<file path="src/rtl/sprite_color_encoder.sv">
// Streaming RGB444 -> 9-colour palette quantizer writing 4-bit indices into sprite BRAM.
// Three register stages (pixel, distances, argmin) at one pixel per cycle; one frame per start.
module sprite_color_encoder #(
   parameter int          DEPTH   = 4096,
   parameter int          ADDR_W  = 12,
   parameter logic [11:0] KEY_RGB = 12'hF0F
) (
   input  logic              clk,
   input  logic              rst,
   input  logic              start,
   input  logic              s_valid,
   output logic              s_ready,
   input  logic [11:0]       s_rgb,
   output logic              bram_we,
   output logic [ADDR_W-1:0] bram_addr,
   output logic [3:0]        bram_din,
   output logic              busy,
   output logic              done
);

   // Handshake: a pixel transfers on a rising edge where s_valid and s_ready are both high.
   // s_ready is registered, so it never depends on s_valid in the same cycle.

   typedef enum logic [1:0] {
      IDLE  = 2'd0,
      RUN   = 2'd1,
      FLUSH = 2'd2
   } state_t;

   // Entry k of this table is palette index k+1.
   localparam logic [11:0] PALETTE [8] = '{
      12'hD42, 12'h921, 12'hFF9, 12'h210,
      12'h778, 12'h6B4, 12'hDD0, 12'hFFF
   };

   localparam logic [ADDR_W:0] LAST = (ADDR_W+1)'(DEPTH - 1);

   state_t            state;
   logic [ADDR_W:0]   cnt;
   logic              hs;

   logic              v1;
   logic [11:0]       rgb1;
   logic              key1;
   logic              last1;
   logic [ADDR_W-1:0] addr1;

   logic              v2;
   logic [5:0]        dist2 [8];
   logic              key2;
   logic              last2;
   logic [ADDR_W-1:0] addr2;

   logic [5:0]        dist_c [8];
   logic [3:0]        best_idx;
   logic [5:0]        best_d;

   assign hs = s_valid && s_ready;

   function automatic logic [3:0] adiff(input logic [3:0] a, input logic [3:0] b);
      return (a > b) ? (a - b) : (b - a);
   endfunction

   always_comb begin
      for (int i = 0; i < 8; i++) begin
         dist_c[i] = 6'(adiff(rgb1[11:8], PALETTE[i][11:8]))
                   + 6'(adiff(rgb1[7:4],  PALETTE[i][7:4]))
                   + 6'(adiff(rgb1[3:0],  PALETTE[i][3:0]));
      end
   end

   // Strict less-than keeps the lowest index on ties.
   always_comb begin
      best_idx = 4'd1;
      best_d   = dist2[0];
      for (int i = 1; i < 8; i++) begin
         if (dist2[i] < best_d) begin
            best_d   = dist2[i];
            best_idx = 4'(i + 1);
         end
      end
   end

   always_ff @(posedge clk) begin
      if (rst) begin
         state   <= IDLE;
         cnt     <= '0;
         s_ready <= 1'b0;
         busy    <= 1'b0;
      end else begin
         case (state)
            IDLE: begin
               if (start) begin
                  state   <= RUN;
                  cnt     <= '0;
                  s_ready <= 1'b1;
                  busy    <= 1'b1;
               end
            end
            RUN: begin
               if (hs) begin
                  cnt <= cnt + (ADDR_W+1)'(1);
                  if (cnt == LAST) begin
                     state   <= FLUSH;
                     s_ready <= 1'b0;
                  end
               end
            end
            FLUSH: begin
               // done is high for exactly the final write; leave once it has been shown.
               if (done) begin
                  state <= IDLE;
                  busy  <= 1'b0;
               end
            end
            default: begin
               state   <= IDLE;
               s_ready <= 1'b0;
               busy    <= 1'b0;
            end
         endcase
      end
   end

   always_ff @(posedge clk) begin
      if (rst) begin
         v1        <= 1'b0;
         rgb1      <= '0;
         key1      <= 1'b0;
         last1     <= 1'b0;
         addr1     <= '0;
         v2        <= 1'b0;
         key2      <= 1'b0;
         last2     <= 1'b0;
         addr2     <= '0;
         for (int i = 0; i < 8; i++) dist2[i] <= '0;
         bram_we   <= 1'b0;
         bram_addr <= '0;
         bram_din  <= '0;
         done      <= 1'b0;
      end else begin
         v1 <= hs;
         if (hs) begin
            rgb1  <= s_rgb;
            key1  <= (s_rgb == KEY_RGB);
            last1 <= (cnt == LAST);
            addr1 <= cnt[ADDR_W-1:0];
         end
         v2 <= v1;
         if (v1) begin
            for (int i = 0; i < 8; i++) dist2[i] <= dist_c[i];
            key2  <= key1;
            last2 <= last1;
            addr2 <= addr1;
         end
         bram_we <= v2;
         done    <= v2 && last2;
         if (v2) begin
            bram_addr <= addr2;
            bram_din  <= key2 ? 4'd0 : best_idx;
         end
      end
   end

endmodule

</file>
<file path="config.mk">
export PLATFORM = sky130hd
export DESIGN_NAME = sprite_color_encoder
export DESIGN_NICKNAME = d
export VERILOG_FILES = /design/src/rtl/sprite_color_encoder.sv
export SDC_FILE = /design/constraint.sdc
export NUM_CORES = 1
export LEC_CHECK = 0
export BUFFER_PORTS_ARGS = -buffer_cell sky130_fd_sc_hd__clkbuf_2
export CORE_ASPECT_RATIO = 0.8
export CORE_MARGIN = 2
export CORE_UTILIZATION = 30
export CTS_BUF_LIST = sky130_fd_sc_hd__clkbuf_4 sky130_fd_sc_hd__clkbuf_8
export DETAILED_ROUTE_END_ITERATION = 12
export HOLD_SLACK_MARGIN = 0.12
export SETUP_SLACK_MARGIN = 0.15
export SYNTH_ARGS = -nofsm -noshare
export SYNTH_HDL_FRONTEND = slang
export SYNTH_SLANG_ARGS = --single-unit
</file>
<file path="constraint.sdc">
create_clock -name clk -period 30.3 [get_ports clk]
set_input_delay 6.06 -clock clk [delete_from_list [all_inputs] [get_ports clk]]
set_output_delay 6.06 -clock clk [all_outputs]
set_load 0.01 [all_outputs]
</file>
# ---- After elaboration in Yosys (flattened, before gate mapping)
# Memory sizes are Yosys's and may differ from the RTL's.
# Index checks and enable logic that the tools add are counted.
dict set report op_classes {
  addsub 55
  n_lt_le_gt_ge 27
  eq_ne 8
  muxes 61
  bitwise_logic 10
  reduce_logical 8
}
# op count
set ops {}
lappend ops {{2-to-1 mux 4 bit} 27}
lappend ops {{2-to-1 mux 6 bit} 14}
lappend ops {{adder 5 x 4 -> 6 bit} 7}
lappend ops {{less-than comparator 6 bit} 7}
lappend ops {{greater-than comparator 4 bit, second input constant} 9}
lappend ops {{subtractor 4 bit, first input constant} 9}
lappend ops {{subtractor 4 bit, second input constant} 9}
lappend ops {{adder 4 x 4 -> 5 bit} 7}
lappend ops {{2-to-1 mux 13 bit} 2}
lappend ops {{one-hot mux 13 bit (2 select lines)} 1}
lappend ops {{greater-than comparator 4 x 3 -> 1 bit, second input constant} 5}
lappend ops {{subtractor 3 x 4 -> 4 bit, first input constant} 5}
lappend ops {{subtractor 4 x 3 -> 4 bit, second input constant} 5}
lappend ops {{adder 13 x 1 -> 13 bit, second input constant} 1}
lappend ops {{== test 13 x 12 -> 1 bit, second input constant} 1}
lappend ops {{== test 12 bit, second input constant} 1}
lappend ops {{greater-than comparator 4 x 1 -> 1 bit, second input constant} 3}
lappend ops {{greater-than comparator 4 x 2 -> 1 bit, second input constant} 3}
lappend ops {{subtractor 1 x 4 -> 4 bit, first input constant} 3}
lappend ops {{subtractor 2 x 4 -> 4 bit, first input constant} 3}
lappend ops {{subtractor 4 x 2 -> 4 bit, second input constant} 3}
lappend ops {{2-to-1 mux 2 bit} 5}
lappend ops {{2-to-1 mux 1 bit} 9}
lappend ops {{inequality test 2 bit, second input constant} 4}
lappend ops {{13 further kinds} 26}
dict set report word_totals {
  register_bits 77
  ram_bits 48
  in_bits 16
  n_memories 1
}
# memory depth width rd rd_ports_with_merged_regs write_ports line
set memory_table {}
lappend memory_table {dist2 8 6 8 0 8 49} ;# logic [5:0] dist2 [8];

# ---- Longest topological paths before layout
# Gate-level depths: netlist (run 1).
# An unclocked memory read counts as a cell.
dict set report depth {
  word_depth 16
  mapped_depth 59
  ltp_nobuf 57
}

# ---- Worst setup path after synthesis (run 1)
# Ideal clock, no wire load.
dict set report synth_timing {
  path_type {register -> register}
  start {memory dist2[1][3], in the netlist dist2[0][9]}
  end {register bram_din[1]}
  setup_time_ns 0.117
  arrival_time_ns 10.398
  required_time_ns 30.183
  path_slack_ns 19.784
  stages_incl_launch_ff 52
  period_less_slack_ns 10.516
  cell_sequence {edfxtp_1 -> ha_1 -> a21oi_1 -> o21ai_2 -> a21oi_4 -> buf_6 -> nor2_1 -> a21oi_1 -> ha_1 -> a2111oi_0 -> a211oi_2 -> nand2_1 -> o21ai_0 -> inv_1 -> ha_1 -> maj3_2 -> a21o_1 -> a31oi_1 -> [... 16 more ...] -> ha_1 -> a21o_1 -> a21o_1 -> a21oi_1 -> nor2b_1 -> inv_1 -> clkbuf_1 -> a31o_1 -> ha_1 -> a21o_1 -> a21o_1 -> a21oi_1 -> nor3b_1 -> o21ai_0 -> nor2_1 -> o211ai_1 -> nor3b_2 -> a32o_1}
}
# item line
set synth_rtl {}
lappend synth_rtl {{from (decl)} 49}
lappend synth_rtl {{to (signal assigned)} 160} ;# bram_din <= key2 ? 4'd0 : best_idx;
lappend synth_rtl {{to (decl)} 16} ;# output logic [3:0] bram_din,

==> results of run 1 <==
[metrics by stage]
step	utilization [%]	std cells	hold WS [ns]
final	33.6	1475	0.457
after global routing	33.6	1475	0.480
after CTS	33.6	1475	0.460
after detailed placement	32.3	1443	0.449
after global placement	32.3	1443	0.445
after floorplan	-	1029	0.429
[cells by family (layout without fill, tap and decap cells)]
family | after synthesis | in the layout | synth area share, %
multiplexers | 47 | 47 | 5.32
flip-flops | 123 | 123 | 31.8
buffers and inverters | 122 | 155 | 5.10
adder cells (fa/ha/maj) | 122 | 122 | 19.2
AND/OR/NAND/NOR | 334 | 334 | 16.7
XOR/XNOR | 45 | 45 | 4.28
AO/OA/AOI/OAI | 236 | 236 | 17.7
[synthesized netlist by cell type (all sizes together) (5+ instances only)]
cell,n
a21o,25
a21oi,96
a31o,10
a31oi,7
and2,12
and3,5
buf,5
clkbuf,33
dfxtp,77
edfxtp,46
fa,32
ha,88
inv,82
mux2,9
mux2i,38
nand2,112
nand2b,11
nand3,17
nand4,10
nor2,114
nor2b,17
nor3,16
o211ai,6
o21ai,36
xnor2,20
xor2,25
[sequential cells by signal, summed over array words and instances, names as in the netlist]
signal / cells
dist2: 46
addr2: 12
bram_we: 1
busy: 1
v2: 1
key2: 1
s_ready: 1
done: 1
rgb1: 12
addr1: 12
bram_addr: 12
key1: 1
bram_din: 4
state: 2
v1: 1
cnt: 13
last1: 1
last2: 1
[per-layer routing]
metal  track usage [%]  wire, microns  vias up
met4              3.57            235        0
met3              2.46            994       16
met1              22.3          11600     3316
li1                  -              -     3627
met5                 0              0        -
met2              18.4           8540      149
[worst max-delay path, delay by kind of cell (launching register included)]
kind / cells / cell delay [ns]
AOI/OAI and AO/OA: 24 / 5.38
adders and majority gates: 8 / 2.16
buffers and inverters: 4 / 0.25
DFF: 1 / 0.39
muxes: 3 / 0.91
and+or+nand+nor: 12 / 2.60
[where the power goes]
| group | switching (W) | leakage, nW | internal [W] |
|---|---|---|---|
| Clock | 0.0000703 | 0.192 | 0.0000686 |
| Combinational | 0.000127 | 2.85 | 0.0000923 |
| Sequential | 0.00000883 | 1.10 | 0.000179 |
| Total | 0.000206 | 4.15 | 0.000340 |
[layout make-up]
type                    instances  area [sq um]
clock buffers                  18           248
fillers                      3167         20100
flip-flops and latches        123          2920
inverters                      84           315
well taps                     413           517
multi-input cells             784          5810
repair buffers                 39           205
clock inverters                14           133
[path summary, 6_finish.rpt]
| path | from | endpoint | slack (ns) | cells after the start |
|---|---|---|---|---|
| max | dist2[0][3] | bram_din[1] | 18.52 | 51 |
| min | addr1[11] | addr1[11] | 0.46 | 2 |
| max reg2reg | dist2[0][3] | bram_din[1] | 18.52 | 51 |
| min reg2reg | addr1[11] | addr1[11] | 0.46 | 2 |
[placed cells by master, fill, tap and decap left out, types with 4 or more instances in the layout]
| cell type | instances |
|---|---|
| a21oi_2 | 7 |
| a31o_1 | 6 |
| a31oi_1 | 7 |
| a31o_2 | 4 |
| nand2b_1 | 10 |
| clkbuf_8 | 18 |
| o211ai_1 | 5 |
| buf_4 | 4 |
| and3_1 | 4 |
| xnor2_1 | 20 |
| nor2b_1 | 17 |
| ha_1 | 88 |
| xor2_1 | 25 |
| fa_1 | 32 |
| dfxtp_1 | 77 |
| inv_1 | 82 |
| nor3_1 | 16 |
| nand2_1 | 112 |
| mux2i_1 | 37 |
| and2_1 | 12 |
| clkbuf_2 | 35 |
| nand3_1 | 16 |
| o21ai_0 | 32 |
| a22oi_1 | 4 |
| o211a_1 | 4 |
| a21o_1 | 25 |
| mux2_2 | 8 |
| nor2_1 | 113 |
| nand4_1 | 10 |
| edfxtp_1 | 46 |
| inv_6 | 6 |
| a21oi_1 | 88 |
| or3_1 | 4 |
==> impl_metrics.ini, run 1 <==
[yosys]
synth.area.top_cells = dfxtp_1 17%, edfxtp_1 15%, ha_1 12%
synth_top_cell_by_area = dfxtp_1
async_reset_ff_share_pct = 0
synth_edf_count = 46
syn_inst = 1029
yosysTopAreaCellShare_pct = 16.8
syn-cell-area_sq_um = 9200
seq_area_frac_synth_pct = 31.8
syn-num-nets = 1165
synth-main-ff-cell = dfxtp_1
ys_ff_latch = 123
ys_warn_count = 0
synth.distinct_cells = 88
avgSynthCellArea_sq_um = 8.94

[route]
drc = 0
routed_via_density = 4.82
first_iter_violations = 463
ant_nets = 0
wire_per_inst_microns = 14.5
drt-total-wl_mm = 21.4
dr.pass1.iters = 5
vias = 7108

[setup_path]
critPathMaxFanout = 13
worstPathRequired_ns = 30.63
slowest_stage = or4b_1
cpMostUsedCell = ha_1
worstSetupPathType = reg2reg
slowest_delay_ns = 0.48
cp_data_arrival_time_ns = 12.11
start_kind = register
endpoint_kind = register

[layout]
diodes = 0
fin_nets = 1185
drive_above_1_share_pct = 10.7
syn2layout_area_growth_pct = 10.3
final_area_sq_um = 10100

[clocking]
hold_buffers = 0
cts_buffers = 17
ctsResizeCount = 0
cts-root-buf = clkbuf_8
post_cts_buffers = 0
cts_max_level = 4
cts_buffer_depth = 2
clkTransAtPathRegs_ns = 0.08
cts_tree = done
clkSinkCount = 123
clkLatencyLatePin_ns = 0.43

[global_route]
grt_pass1_wl_mm = 35.1
grt_usage_pct = 13.8
overflow = 0
grt_max_degree = 78
grt_pass1_vias = 6583
antenna_found_initial = 0

[placed_design]
detailed_place_hpwl_mm = 16.6
pre_cts_ws_ns = 18.55
place_area_sq_um = 9770
place.gp.congestion = 0.886
io_buffers = 35

[min_path]
hold_class = reg2reg

[timing]
max_freq_mhz = 84.9
setup_ws_ns = 18.52
fin_skew_ns = 0.0104
slew_headroom_pct = 33.6
setup-tns-final_ns = 0
setup_viol = 0
period_needed_ns = 11.78
worst_pin_slew_ns = 0.996
rsz0062_at_grt = false
hold_viol = 0
period_share_pct = 38.9
finalMaxSlewViolations = 0

[power]
peakVddDrop_uv = 23.3
p_leak_nw = 4.15
power.density_nw_per_um2 = 53.8
p_total_w = 0.000546

[die]
die-area_sq_um = 32100
core_sq_um = 30200
die_h_microns = 161
row_count = 57
ioPinCount = 36
die_x_microns = 200
initial_utilization_pct = 30.4

[status]
status = complete, no violations

[run]
cap_violations = 0
No activity file was read; power rests on OpenSTA's default activity.
==> inputs of run 2 (changes only) <==
clock period = 10.8 ns   (was 30.3 ns; I/O delays follow)
==> run 2 against run 1 <==
  * Sequential power grew to 2.8 times the previous value
  * Total power grew to 3.2 times the previous value
  * Critical endpoint is now bram_din[2]
  * Combinational power grew to 3.4 times the previous value
  * Final cell count is 3.0% higher
  * Clock power grew to 3.3 times the previous value
  * Routed wire length is 5.0% higher
  * Die area stayed put
  * Non-clock buffer count is 44 higher
  * Via count is 3.6% higher
  * Register-to-register slack worse by 18 ns
  * Highest routed layer unchanged
  * Fmax is 15% higher
==> impl_metrics.ini, run 2 (synthesis results as in run 1) <==
[clocking]
clkSinkCount = 123
cts-root-buf = clkbuf_8
cts_buffer_depth = 2
cts_buffers = 17
cts_max_level = 4
cts_tree = done
clkLatencyLatePin_ns = 0.44
hold_buffers = 0
clkTransAtPathRegs_ns = 0.08

[setup_path]
start_kind = register
slowest_stage = or4b_4
path_buf_inv = 8
worstSetupPathType = reg2reg
worstPathRequired_ns = 11.14
path_delay_family = compound AO/OA/AOI/OAI gates
critPathMaxFanout = 6
cp_data_arrival_time_ns = 10.59
slowest_delay_ns = 0.49
endpoint_kind = register

[placed_design]
detailed_place_hpwl_mm = 16.9
post-place-cells = 1456
io_buffers = 35
place.gp.congestion = 0.913
pre_cts_ws_ns = -0.305

[timing]
period_needed_ns = 10.24
hold_viol = 0
max_freq_mhz = 97.6
fin_skew_ns = 0.0129
worst_pin_slew_ns = 1.04
setup_ws_ns = 0.556
period_share_pct = 94.9
setup_viol = 0
rsz0062_at_grt = false
setup-tns-final_ns = 0
slew_headroom_pct = 30.8
finalMaxSlewViolations = 0

[global_route]
antenna_found_initial = 0
grt_max_degree = 78
grt_pass1_wl_mm = 35.3
grt_pass1_vias = 6673
overflow = 0
grt_usage_pct = 14.0

[layout]
reg_top3 = dist2: 46 flops, cnt: 13 flops
fin_nets = 1229
final_cell_mix = 112 x nor2_1, 109 x nand2_1, 80 x a21oi_1, 80 x ha_1
utilization_pct = 35.9
drive_above_1_share_pct = 17.8
finalNonFillerCells = 1519
final_common_cell = nor2_1
largest_register_ffs = 46
syn2layout_area_growth_pct = 18.1
largest-register = dist2
diodes = 0

[route]
vias = 7365
routed_via_density = 4.85
first_iter_violations = 476
wire_per_inst_microns = 14.8
dr.pass1.iters = 5
ant_nets = 0
drc = 0
drt-total-wl_mm = 22.5

[power]
p_total_w = 0.00175
p_leak_nw = 4.44
peakVddDrop_uv = 81.2
power.density_nw_per_um2 = 161

[die]
die-area_sq_um = 32100
ioPinCount = 36
die_x_microns = 200
core_sq_um = 30200
row_count = 57
initial_utilization_pct = 30.4
die_h_microns = 161

[run]
cap_violations = 0

[status]
status = complete, no violations

[min_path]
hold_class = reg2reg
==> run 2: changes by cell type in the layout (fill, tap and decap cells not counted), moves of 6 or more <==
cell,delta
buf_4,+41
a21oi_1,-8
ha_1,-8
a21oi_2,+6
==> run 2: worst paths after layout <==
check | slack [ns] | end | startpoint | depth (start not counted)
min | 0.46 | bram_din[3] | bram_din[3] | 2
min reg2reg | 0.46 | bram_din[3] | bram_din[3] | 2
max reg2reg | 0.56 | bram_din[2] | dist2[0][4] | 55
max | 0.56 | bram_din[2] | dist2[0][4] | 55
==> run 2: cell type report <==
type,instances,area [sq um]
timing repair buffer,83,556
inverter,84,315
sequential,123,2920
clock inverter,12,184
clock buffer,20,275
fill,3108,19400
tap,413,517
multi-input combinational,784,6100
==> run 2: per-stage QoR <==
step,hold slack (ns),area (sq um)
after floorplan,0.429,9200
after global placement,0.445,9870
after detailed placement,0.444,9870
after CTS,0.461,10400
after global routing,0.479,10900
final,0.458,10900
==> run 2: repair_timing <==
action                                  in CTS  in global routing
setup buffers                                5                 26
endpoints found under the setup margin       4                  4
resized for setup                            8                 57
pin swaps                                    1                 21
==> run 2: report_power, final <==
group | leakage (nW) | switching (W) | internal [W] | total [W]
clock network | 0.223 | 0.000192 | 0.000273 | 0.000465
registers | 1.10 | 0.0000256 | 0.000504 | 0.000529
logic | 3.12 | 0.000408 | 0.000345 | 0.000753
total | 4.44 | 0.000625 | 0.00112 | 0.00175
==> run 2: layer usage <==
metal / GRT usage [%] / vias to the layer above / share of wire, %
met5: 0 / - / 0
met2: 18.8 / 162 / 41
met1: 21.8 / 3453 / 52
met4: 4.61 / 0 / 1.8
met3: 2.75 / 33 / 5.1
li1: - / 3717 / -
==> run 2: worst register-to-register path: cells and delay by family, from the launching register on <==
kind	cells	cell delay, ns
compound gates	22	3.57
simple gates	15	2.81
fa+ha+maj	6	1.34
mux	4	1.16
buf+inv	8	0.81
flops	1	0.44
